===== config.mk =====
export PLATFORM = sky130hd
export DESIGN_NAME = bch_decoder
export DESIGN_NICKNAME = d
export VERILOG_FILES = /design/src/rtl/bch_decoder.sv
export SDC_FILE = /design/constraint.sdc
export NUM_CORES = 1
export LEC_CHECK = 0
export CAP_MARGIN = 10
export CORE_AREA = 2 2 164 166
export DETAILED_ROUTE_END_ITERATION = 8
export DIE_AREA = 0 0 166 168
export GPL_ROUTABILITY_DRIVEN = 0
export PLACE_DENSITY = 0.78
export SYNTH_ARGS = -nofsm -noshare
export SYNTH_HDL_FRONTEND = slang
export SYNTH_SLANG_ARGS = --single-unit
export TNS_END_PERCENT = 20

===== constraint.sdc =====
create_clock -name clk -period 11.4 [get_ports clk]
set_input_delay 1.71 -clock clk [delete_from_list [all_inputs] [get_ports clk]]
set_output_delay 1.71 -clock clk [all_outputs]
set_load 0.02 [all_outputs]

===== src/rtl/bch_decoder.sv =====
`default_nettype none
// ============================================================================
// Module   : bch_decoder
// Brief    : Serial-input BCH(63,51) t=2 decoder, syndrome + direct solve + Chien.
// Revision : 1.0
// ============================================================================
module bch_decoder #(
    parameter int CORRECT = 1
) (
    input  logic        clk,
    input  logic        rst,
    input  logic        valid_in,
    input  logic        data_in,
    output logic        ready,
    output logic [50:0] data_out,
    output logic        data_valid,
    output logic [1:0]  err_count,
    output logic        uncorrectable
);

    typedef enum logic [1:0] {
        RECV  = 2'd0,
        SOLVE = 2'd1,
        CHIEN = 2'd2,
        OUT   = 2'd3
    } state_t;

    localparam logic [5:0] C_ALPHA_62 = 6'h21;

    // GF(64) arithmetic, primitive polynomial x^6+x+1
    function automatic logic [5:0] gf_mul_a(input logic [5:0] a);
        return {a[4:0], 1'b0} ^ (a[5] ? 6'h03 : 6'h00);
    endfunction

    function automatic logic [5:0] gf_mul_ainv(input logic [5:0] a);
        return {1'b0, a[5:1]} ^ (a[0] ? C_ALPHA_62 : 6'h00);
    endfunction

    function automatic logic [5:0] gf_mul(input logic [5:0] a, input logic [5:0] b);
        logic [5:0] p;
        logic [5:0] aa;
        p  = 6'h00;
        aa = a;
        for (int i = 0; i < 6; i++) begin
            if (b[i]) p = p ^ aa;
            aa = gf_mul_a(aa);
        end
        return p;
    endfunction

    // a^-1 = a^62 = a^2 * a^4 * a^8 * a^16 * a^32
    function automatic logic [5:0] gf_inv(input logic [5:0] a);
        logic [5:0] sq;
        logic [5:0] acc;
        sq  = gf_mul(a, a);
        acc = sq;
        for (int i = 0; i < 4; i++) begin
            sq  = gf_mul(sq, sq);
            acc = gf_mul(acc, sq);
        end
        return acc;
    endfunction

    state_t      r_state;
    state_t      w_state_nxt;
    logic [5:0]  r_cnt;
    logic [62:0] r_cw;
    logic [5:0]  r_s1;
    logic [5:0]  r_s3;
    logic [5:0]  r_s1_cube;
    logic [5:0]  r_s1_inv;
    logic [5:0]  r_sigma2;
    logic [1:0]  r_expect;
    logic        r_bad;
    logic [5:0]  r_x;
    logic [50:0] r_marks;
    logic [1:0]  r_roots;

    logic [5:0]  w_sigma2;
    logic [5:0]  w_eval;
    logic        w_hit;
    logic [1:0]  w_roots_nxt;
    logic        w_ok;

    assign ready = (r_state == RECV);

    always_ff @(posedge clk) begin
        if (rst) r_state <= RECV;
        else     r_state <= w_state_nxt;
    end

    always_comb begin
        w_state_nxt = r_state;
        unique case (r_state)
            RECV:  if (valid_in && r_cnt == 6'd62) w_state_nxt = SOLVE;
            SOLVE: if (r_cnt == 6'd1)              w_state_nxt = CHIEN;
            CHIEN: if (r_cnt == 6'd0)              w_state_nxt = OUT;
            OUT:                                   w_state_nxt = RECV;
            default:                               w_state_nxt = RECV;
        endcase
    end

    assign w_sigma2 = (r_s1 == 6'h00) ? 6'h00 : gf_mul(r_s3 ^ r_s1_cube, r_s1_inv);

    // Locators are the roots themselves: X^2 + sigma1*X + sigma2 with sigma1 = S1
    assign w_eval      = gf_mul(r_x, r_x) ^ gf_mul(r_s1, r_x) ^ r_sigma2;
    assign w_hit       = (w_eval == 6'h00) && (r_s1 != 6'h00);
    assign w_roots_nxt = (w_hit && r_roots != 2'd3) ? r_roots + 2'd1 : r_roots;
    assign w_ok        = (w_roots_nxt == r_expect) && !r_bad;

    always_ff @(posedge clk) begin
        if (rst) begin
            r_cnt         <= 6'd0;
            r_cw          <= '0;
            r_s1          <= 6'h00;
            r_s3          <= 6'h00;
            r_s1_cube     <= 6'h00;
            r_s1_inv      <= 6'h00;
            r_sigma2      <= 6'h00;
            r_expect      <= 2'd0;
            r_bad         <= 1'b0;
            r_x           <= 6'h00;
            r_marks       <= '0;
            r_roots       <= 2'd0;
            data_out      <= '0;
            data_valid    <= 1'b0;
            err_count     <= 2'd0;
            uncorrectable <= 1'b0;
        end else begin
            data_valid <= 1'b0;
            unique case (r_state)
                RECV: begin
                    if (valid_in) begin
                        r_cw  <= {r_cw[61:0], data_in};
                        r_s1  <= gf_mul_a(r_s1) ^ {5'd0, data_in};
                        r_s3  <= gf_mul_a(gf_mul_a(gf_mul_a(r_s3))) ^ {5'd0, data_in};
                        r_cnt <= (r_cnt == 6'd62) ? 6'd0 : r_cnt + 6'd1;
                    end
                end
                SOLVE: begin
                    if (r_cnt == 6'd0) begin
                        r_s1_cube <= gf_mul(gf_mul(r_s1, r_s1), r_s1);
                        r_s1_inv  <= gf_inv(r_s1);
                        r_cnt     <= 6'd1;
                    end else begin
                        r_sigma2 <= w_sigma2;
                        r_bad    <= (r_s1 == 6'h00) && (r_s3 != 6'h00);
                        if (r_s1 == 6'h00)           r_expect <= 2'd0;
                        else if (w_sigma2 == 6'h00)  r_expect <= 2'd1;
                        else                         r_expect <= 2'd2;
                        r_cnt   <= 6'd62;
                        r_x     <= C_ALPHA_62;
                        r_marks <= '0;
                        r_roots <= 2'd0;
                    end
                end
                CHIEN: begin
                    r_x     <= gf_mul_ainv(r_x);
                    r_roots <= w_roots_nxt;
                    // Only message positions j=62..12 need a flip mark
                    if (r_cnt >= 6'd12) r_marks <= {r_marks[49:0], w_hit};
                    if (r_cnt == 6'd0) begin
                        data_valid    <= 1'b1;
                        err_count     <= w_ok ? w_roots_nxt : 2'd0;
                        uncorrectable <= !w_ok;
                        if (w_ok && CORRECT != 0) data_out <= r_cw[62:12] ^ r_marks;
                        else                      data_out <= r_cw[62:12];
                    end else begin
                        r_cnt <= r_cnt - 6'd1;
                    end
                end
                OUT: begin
                    r_s1  <= 6'h00;
                    r_s3  <= 6'h00;
                    r_cnt <= 6'd0;
                end
                default: ;
            endcase
        end
    end

endmodule
`default_nettype wire

After elaboration in Yosys (flattened, before gate mapping). Index checks and enable logic that the tools add are counted. Widths: inputs -> output; s select.

Output and inout bits: 56. Register bits after elaboration: 218. Logic and storage cells: 521. Input port bits: 4.

Magnitude comparators: 1. Bitwise operators: 127. Reductions and logical operators: 26. Add/subtract/negate cells: 3. Equality and inequality tests: 14. Multiplexer cells: 333.

Operator list (count): $mux 6 (261); $xor 6x6->6 (68); $xor 6x2->6 (53); $mux 51 (3); $mux 2 (61); $pmux 51 s2 (1); $xor 51x51->51 (1); $pmux 6 s2 (3); $logic_not 6->1 (4); $pmux 6 s4 (1); $ne 2x2->1 const B (7); $reduce_and 2->1 (7); $reduce_bool 6->1 (2); $xor 6x1->6 (2); $pmux 2 s4 (1); $add 6x1->6 const B (1); $eq 6x1->1 const B (1); $eq 6x6->1 const B (1); $ge 6x4->1 const B (1); $reduce_and 3->1 (2); $sub 6x1->6 const B (1); $xor 5x6->6 (1); $logic_and 1x1->1 (5); $eq 2x2->1 const B (2); other kinds (11) (14).

Depth between registers and ports, before layout. Gate-level depths: netlist of the first run.

Depth in word-level cells: 171. Mapped depth: 41.

Least setup slack after synthesis of the first run. Ideal clock, no wire load.

Path kind: reg-to-reg. Start point: reg r_s1[5]. End point: reg r_s1_inv[1]. Setup time: 86 ps. Path slack: 2478 ps. Clock period less this slack: 8922 ps. Arrival time: 8836 ps. Cell stages (with the launch flop): 41. Cells stage by stage: dfxtp_1 ha_1 buf_6 xnor2_2 mux2_1 nand2_2 inv_2 buf_2 ha_1 buf_2 inv_1 xnor3_1 clkbuf_1 nand3_1 nand3_1 and2_1 ha_1 clkbuf_1 (+5 left out) inv_1 buf_2 ha_1 nand2_1 xor2_1 clkinv_1 ha_1 xnor2_1 xnor2_1 a21oi_1 a31oi_2 mux2i_1 xnor2_1 nor2_1 a21oi_1 xor2_1 xnor2_1 a211oi_1.

Cells in the longest elaborated chain, start to end: 169. Elaborated cells on any way between the ends: 334. Those cells by class: mux: 249; bitwise: 85.

Ends and longest elaborated chain: from (decl) (RTL line 68) `logic [5:0] r_s1;`; from (signal assigned) (RTL line 135) `r_s1 <= gf_mul_a(r_s1) ^ {5'd0, data_in};`; $mux 2 or $mux 6 (tied branches) (RTL line 32, 45); $xor 6x2->6 or $mux 6 (tied branches) (RTL line 32, 141); $xor 6x6->6 or $mux 6 (tied branches) (RTL line 45, 131); $mux 6 (on tied branches) (RTL line 45, 112); $mux 6 or $xor 6x6->6 (tied branches) (RTL line 141, 45); $mux 6 (on tied branches) (RTL line 131, 45); $mux 6 (on tied branches) (RTL line 112, 141); $xor 6x6->6 or $mux 6 (tied branches) (RTL line 45, 131); (+153 left out); $mux 6 (RTL line 112) `if (rst) begin`; $xor 6x6->6 (RTL line 45) `if (b[i]) p = p ^ aa;`; $mux 6 (RTL line 45); $mux 6 (RTL line 141) `if (r_cnt == 6'd0) begin`; $mux 6 (RTL line 131) `unique case (r_state)`; $mux 6 (RTL line 112); $xor 6x6->6 (RTL line 45); $mux 6 (*) (RTL line 45); to (signal assigned) (RTL line 143) `r_s1_inv <= gf_inv(r_s1);`; to (decl) (RTL line 71) `logic [5:0] r_s1_inv;`.

Mark *: on every way between the ends. The rest lies on a longest branch, timed or not. The select of a mux whose other input is x is not followed. A chain may end at the register's enable or synchronous reset.

Final worst setup path of the first run.
Start point: reg r_s1[0]. End point: reg r_s1_inv[3].

Cells in the longest elaborated chain, start to end: 171. Elaborated cells on any way between the ends: 331. Those cells by class: mux: 246; bitwise: 85.

Ends and longest elaborated chain (RTL line): $mux 6 (45); $mux 6 (141); $mux 6 (131); $mux 6 (112); $xor 6x6->6 (45); $mux 6 (45); $mux 6 (141); $mux 6 (131); (+155 left out); $mux 6 (112); $xor 6x6->6 (45); $mux 6 (45); $mux 6 (141); $mux 6 (131); $mux 6 (112); $xor 6x6->6 (45); $mux 6 (*) (45).

Marks and branches as above.

==> results.md, run 1 <==
* Slowest stage cell, crit path: dfxtp_1
* Max-slew violation total from the final report at 0
* Flip-flop and latch count after synthesis at 218
* Top-level port count at 60
* H-tree level count at 1
* Relative contribution of the clock network to total power at 41.8%
* Cells after Synth at 1976
* Floorplan die area at 27900 um^2
* Clock slew seen by the registers of the worst setup and hold paths at 60 ps
* Total CTS buffers at 21
* Core outline area at 26400 um^2
* Actual transition at the worst max-transition pin at 1200 ps
* Leading cell type in the layout, fill and taps excluded: nand2_1
* Type of the worst min-delay path: flip-flop to flip-flop
* Cell Area, Placed at 15900 um^2
* Power per cell area at 103 nW/um^2
* Max-cap check violation count at 0
* RSZ-0062 raised after global routing: no
* Period utilisation layout at 92.9%
* Die boundary width at 166 um
* Diode insertion count for antenna repair at 0
* Placement-stage worst setup slack at 1040 ps
* Netlist area before placement at 15400 um^2
* Number of antenna violations at the first check in global routing at 0
* Number of buffers on the longest clock path at 3
* Portion of total power attributed to sequential cells at 44.8%
* Drt total wl at 35900 um
* Setup repair bufs after CTS at 0
* Combinational fraction of design power at 13.4%
* Global-route wire length before repair at 61100 um
* Via count of the first global-routing pass at 12700
* Rel. slew slack at 19.4%
* Detail-routed via count per cell at 6.00
* Area growth, synth to finish at 7.94%
* Sw frac at 26.4%
* Total overflow reported by the global router at 0
* Data arrival time of the critical path at 10930 ps
* Routed WL per cell at 15.7 um
* Post-cts gate resize count at 0
* Count of input and output buffers at 59
* Run status: finished, final reports clean
* Maximum cell stage delay along the critical path at 730 ps
* Setup slack after layout at 810 ps
* Worst supply voltage drop on vdd at 0.000132 V
* Core Rows at 60
* Share of synthesized flip-flops with an asynchronous set or reset at 0%
* Clock tree root driver cell: clkbuf_16
* Peak Freq at 94.4 MHz
* Final cell count without fillers at 2284
* Post-layout utilization of the core at 63.0%
* Detailed Place HPWL at 24000 um
* Commonest cells after routing, fill and taps aside: nand2_1 (368), nor2_1 (235), dfxtp_1 (218)
* CTS sink count at 218
* Total routing resource utilization after global routing at 25.0%
* Initial standard-cell utilization of the core at 58.3%
* Minimum clock period at 10590 ps
* Worst Skew at 9.53 ps
* Number of design-rule violations left by the first detailed-router iteration at 1191
* Reported leakage power at 0.00543 uW
* Die Span Y at 168 um
* Final Setup Violations at 0
* Top-area cell type share of the netlist area at 28.4%
* Largest fanout of any net on the critical path at 18
* Worst-Skew Late Latency at 500 ps
* Count of flip-flops with a built-in enable after synthesis at 0
* Antenna Violating Nets Remaining at 0
* Total instance count after detailed placement at 2247
* Required time at the endpoint of the critical path at 11740 ps
* Start-to-end type of the worst setup path: flip-flop to flip-flop
* Total via count after detailed routing at 13700
* Sum of negative setup slack at 0 ps
* Residual DRC count at 0
* Count of cell types in the netlist at 115
* Largest net degree at the start of global routing at 130
* First-pass iteration count of the detailed router at 6
* Number of nets produced by synthesis at 1998
* Most area-hungry cell type in the Yosys netlist: dfxtp_1
* Endpoint type of the worst setup path: flip-flop
* Clock tree from TritonCTS: done
* Avg Synthesized Cell Area at 7.78 um^2
* Net load switching power at 454 uW
* Number of hold buffers added after cts at 0
* Startpoint kind of the worst setup timing path: flip-flop
* Post-route cell area at 16600 um^2
* Power Internal at 1260 uW
* Final Hold Fails at 0
* Share of post-route cells with drive strength above 1 at 7.62%
* Top area cells in the synthesized netlist: dfxtp_1 (28%), xnor2_1 (9.2%), nand2_1 (9.0%), nor2_1 (5.8%), xor2_1 (5.1%)
* Synthesis Warnings at 0
* Fin nets at 1951
* Seq/Total Area, Yosys at 28.4%
* Most common flop cell mapped by yosys: dfxtp_1
==> cell families (layout without fill, tap and decap cells) <==
logic type / count (synthesis) / in the layout / share of synthesized area [%]
DFF: 218 / 218 / 28.4
xor gates and xnor gates: 290 / 290 / 19.6
adders and majority gates: 19 / 19 / 1.53
buffers and inverters: 180 / 147 / 5.27
and+or+nand+nor: 760 / 760 / 21.2
muxes: 20 / 20 / 1.39
AOI/OAI and AO/OA: 489 / 489 / 22.6
==> final timing paths <==
path | startpoint | to | slack [ps] | depth (start not counted)
setup / recovery | r_s1[0] | r_s1_inv[3] | 810 | 34
hold / removal | r_cw[5] | r_cw[6] | 450 | 2
hold reg to reg | r_cw[5] | r_cw[6] | 450 | 2
setup reg to reg | r_s1[0] | r_s1_inv[3] | 810 | 34
==> worst max-delay path: cells and delay by family, from the launching register on <==
family                     cells  cell delay [ps]
and+or+nand+nor                6             1170
DFF                            1              730
adders and majority gates      5             2110
xor gates and xnor gates      12             4170
AOI/OAI and AO/OA              5              710
muxes                          2              500
buffers and inverters          4             1020
==> through the flow <==
| stage | power (uW) | hold slack, ps |
|---|---|---|
| floorplan | 973 | 432 |
| global placement | 1010 | 437 |
| detailed placement | 1010 | 446 |
| CTS | 1720 | 453 |
| global route | 1780 | 478 |
| finish | 1720 | 451 |
==> per-layer routing <==
metal  global-route usage, %  vias to the layer above  wire length [um]
met5                       0                        -                 0
met4                    7.75                        0              1020
met3                    2.30                      107              2000
met2                    42.9                      471             16800
met1                    33.5                     6360             16100
li1                        -                     6760                 -
==> registers in the layout (all words and copies together) (netlist names) <==
signal	cells
r_state	2
data_out	51
r_x	6
r_expect	2
data_valid	1
uncorrectable	1
r_s1	6
r_s1_inv	6
r_bad	1
r_roots	2
r_marks	51
r_cnt	6
r_cw	63
r_sigma2	6
r_s1_cube	6
r_s3	6
err_count	2
==> power by group through the flow <==
stage               combinational [uW]  sequential [uW]  clock [uW]
CTS                                227              768         728
global route                       251              769         757
finish                             231              769         717
global placement                   223              786           0
detailed placement                 226              786           0
floorplan                          190              783           0
==> synth_stat cells (10+ instances only) <==
cell,instances
and2_1,10
o21ai_1,13
buf_6,12
nand3_1,29
nor4_1,11
o21ai_0,39
nor3_1,34
o31ai_1,10
buf_2,26
nor2_1,236
xnor2_2,10
xnor3_1,15
ha_1,18
xnor2_1,161
dfxtp_1,218
nand2_1,369
clkbuf_1,100
o22ai_1,11
xor2_1,90
mux2i_1,14
a211oi_1,80
a21oi_1,134
a22oi_1,75
o211ai_1,12
inv_1,24
==> cell type report <==
class | count | area, um^2
Inverter | 30 | 113
Clock buffer | 25 | 561
Tap cell | 341 | 427
Timing Repair Buffer | 80 | 749
Multi-Input combinational cell | 1578 | 10200
Sequential cell | 218 | 4360
Clock inverter | 12 | 143
Fill cell | 2250 | 9760
No activity file was read; power rests on OpenSTA's default activity.
==> run 2: changes to the inputs <==
--- a/config.mk
+++ b/config.mk
@@ -11,6 +11,7 @@
 export DIE_AREA = 0 0 166 168
 export GPL_ROUTABILITY_DRIVEN = 0
 export PLACE_DENSITY = 0.78
+export RECOVER_POWER = 100
 export SYNTH_ARGS = -nofsm -noshare
 export SYNTH_HDL_FRONTEND = slang
 export SYNTH_SLANG_ARGS = --single-unit
==> results.md, run 2 (synthesis gave the netlist of run 1 again) <==
* First-pass iteration count of the detailed router at 5 (was 6)
* Final Setup Violations at 0 (unchanged)
* Number of design-rule violations left by the first detailed-router iteration at 1192 (was 1191)
* GR Layer Usage met3 at 2.30% (unchanged)
* Setup repair bufs after CTS at 0 (unchanged)
* Met1 track demand over resource in global routing at 33.5% (unchanged)
* Area growth, synth to finish at 7.82% (was 7.94%)
* Portion of total power attributed to sequential cells at 44.8% (about the same)
* Buf/Inv on CP at 4 (unchanged)
* Power per cell area at 103 nW/um^2 (about the same)
* Via count of the first global-routing pass at 12700 (unchanged)
* Actual transition at the worst max-transition pin at 5420 ps (was 1200 ps)
* Diode insertion count for antenna repair at 0 (unchanged)
* Fin nets at 1951 (unchanged)
* Leading cell type in the layout, fill and taps excluded: nand2_1 (unchanged)
* Reported leakage power at 0.00561 uW (was 0.00543 uW)
* Maximum cell stage delay along the critical path at 720 ps (was 730 ps)
* Detailed Place HPWL at 24000 um (unchanged)
* Die boundary width at 166 um (unchanged)
* Sequential cell area at 4360 um^2 (unchanged)
* Number of hold buffers added after cts at 0 (unchanged)
* Total CTS buffers at 21 (unchanged)
* Number of buffers on the longest clock path at 3 (unchanged)
* Max-slew violation total from the final report at 302 (was 0)
* Reg with most FFs: r_cw (unchanged)
* Total overflow reported by the global router at 0 (unchanged)
* Relative contribution of the clock network to total power at 41.8% (about the same)
* Residual DRC count at 0 (unchanged)
* Required time at the endpoint of the critical path at 11740 ps (about the same)
* Commonest cells after routing, fill and taps aside: nand2_1 (368), nor2_1 (235), dfxtp_1 (218) (unchanged)
* Sum of negative setup slack at 0 ps (unchanged)
* Rel. slew slack at -261% (was 19.4%)
* Core outline area at 26400 um^2 (unchanged)
* Total routing resource utilization after global routing at 25.0% (unchanged)
* Net load switching power at 453 uW (was 454 uW)
* CTS sink count at 218 (unchanged)
* Endpoint type of the worst setup path: flip-flop (unchanged)
* Clock slew seen by the registers of the worst setup and hold paths at 60 ps (about the same)
* Routing usage on met2 at 42.9% (unchanged)
* Worst supply voltage drop on vdd at 0.000132 V (about the same)
* Initial standard-cell utilization of the core at 58.3% (unchanged)
* Worst setup startpoint: r_s1[0] (unchanged)
* Start-to-end type of the worst setup path: flip-flop to flip-flop (unchanged)
* Sw frac at 26.4% (about the same)
* Worst hold slack at 451 ps (about the same)
* Data arrival time of the critical path at 10980 ps (was 10930 ps)
* Antenna Violating Nets Remaining at 0 (unchanged)
* Clock tree root driver cell: clkbuf_16 (unchanged)
* Final Hold Fails at 0 (unchanged)
* Slowest stage cell, crit path: dfxtp_1 (unchanged)
* Family of cells with the greatest summed delay on the critical path: XOR/XNOR gates (unchanged)
* Peak Freq at 93.9 MHz (was 94.4 MHz)
* Post-cts gate resize count at 0 (unchanged)
* H-tree level count at 1 (unchanged)
* Core Rows at 60 (unchanged)
* Largest fanout of any net on the critical path at 18 (unchanged)
* Floorplan die area at 27900 um^2 (unchanged)
* Largest registers: r_cw (63), data_out (51), r_marks (51) (unchanged)
* Top-level port count at 60 (unchanged)
* Number of flip-flops in the largest register at 63 (unchanged)
* Die Span Y at 168 um (unchanged)
* Count of input and output buffers at 59 (unchanged)
* Detail-routed via count per cell at 5.98 (was 6.00)
* Period utilisation layout at 93.4% (was 92.9%)
* Number of antenna violations at the first check in global routing at 0 (unchanged)
* Routed WL per cell at 15.8 um (was 15.7 um)
* Largest net degree at the start of global routing at 130 (unchanged)
* Clock tree from TritonCTS: done (unchanged)
* Drt total wl at 36000 um (was 35900 um)
* Reg2reg start: r_s1[0] (unchanged)
* Type of the worst min-delay path: flip-flop to flip-flop (unchanged)
* Global-route wire length before repair at 61100 um (unchanged)
* Fill cell instance count of the final layout at 2253 (was 2250)
* Min-delay src: r_cw[5] (unchanged)
* Run status: finished, violations left (was finished, final reports clean)
* Share of post-route cells with drive strength above 1 at 7.36% (was 7.62%)
* Worst Skew at 8.29 ps (was 9.53 ps)
* Startpoint kind of the worst setup timing path: flip-flop (unchanged)
* Worst-Skew Late Latency at 500 ps (about the same)
* Most congested layer reported by global routing: met2 (unchanged)
* Minimum clock period at 10650 ps (was 10590 ps)
* Total via count after detailed routing at 13700 (about the same)
* Max-cap check violation count at 4 (was 0)
* Power Internal at 1260 uW (about the same)
* Combinational fraction of design power at 13.4% (about the same)
* Multi-input logic area at 10200 um^2 (unchanged)
* Failing checks: max-capacitance violations, max-slew violations
* RSZ-0062 raised after global routing: no (unchanged)
## run 2: worst min-delay path: stages (launching register included)
cell and delay, ps:
dfxtp_1 310, nand2_1 50, a21oi_1 50
## run 2: metal layers
metal  share of wire [%]  routed length [um]  vias up
li1                    -                   -     6762
met1                  45               16200     6354
met2                  47               17000      452
met3                 5.3                1910       91
met4                 2.7                 966        0
met5                   0                   0        -
## run 2: power groups by stage
stage	combinational, uW	clock (uW)	sequential, uW
2_1_floorplan	190	0	783
3_3_place_gp	223	0	786
3_5_place_dp	226	0	786
4_1_cts	227	728	768
5_1_grt	250	757	769
6_report	230	716	769
## run 2: layout make-up
cell class	instances	share of cell area (%)
clock inverter	12	0.861
multi-input combinational	1578	61.8
timing repair buffer	80	4.41
inverter	30	0.679
tap	341	2.57
sequential	218	26.3
clock buffer	25	3.38
## run 2: path summary, 6_finish.rpt
check / end / slack [ps] / depth (start not counted)
hold reg to reg: r_cw[6] / 450 / 2
setup reg to reg: r_s1_inv[3] / 750 / 34
setup / recovery: r_s1_inv[3] / 750 / 34
hold / removal: r_cw[6] / 450 / 2
## run 2: stage by stage
stage	setup slack, ps	util [%]	instances	total power (uW)	cell area [um^2]
2_1_floorplan	2480	-	1976	973	15400
3_3_place_gp	1420	60.3	2247	1010	15900
3_5_place_dp	1040	60.3	2247	1010	15900
4_1_cts	976	63.0	2284	1720	16600
5_1_grt	86.2	62.9	2284	1780	16600
6_report	755	62.9	2284	1720	16600
==> run 3: changes to the inputs <==
--- a/config.mk
+++ b/config.mk
@@ -10,6 +10,7 @@
 export DETAILED_ROUTE_END_ITERATION = 8
 export DIE_AREA = 0 0 166 168
 export GPL_ROUTABILITY_DRIVEN = 0
+export HOLD_SLACK_MARGIN = 0.06
 export PLACE_DENSITY = 0.78
 export RECOVER_POWER = 100
 export SYNTH_ARGS = -nofsm -noshare
==> results of run 3 <==
Final layout, timing and power as in run 2 (identical DEF).
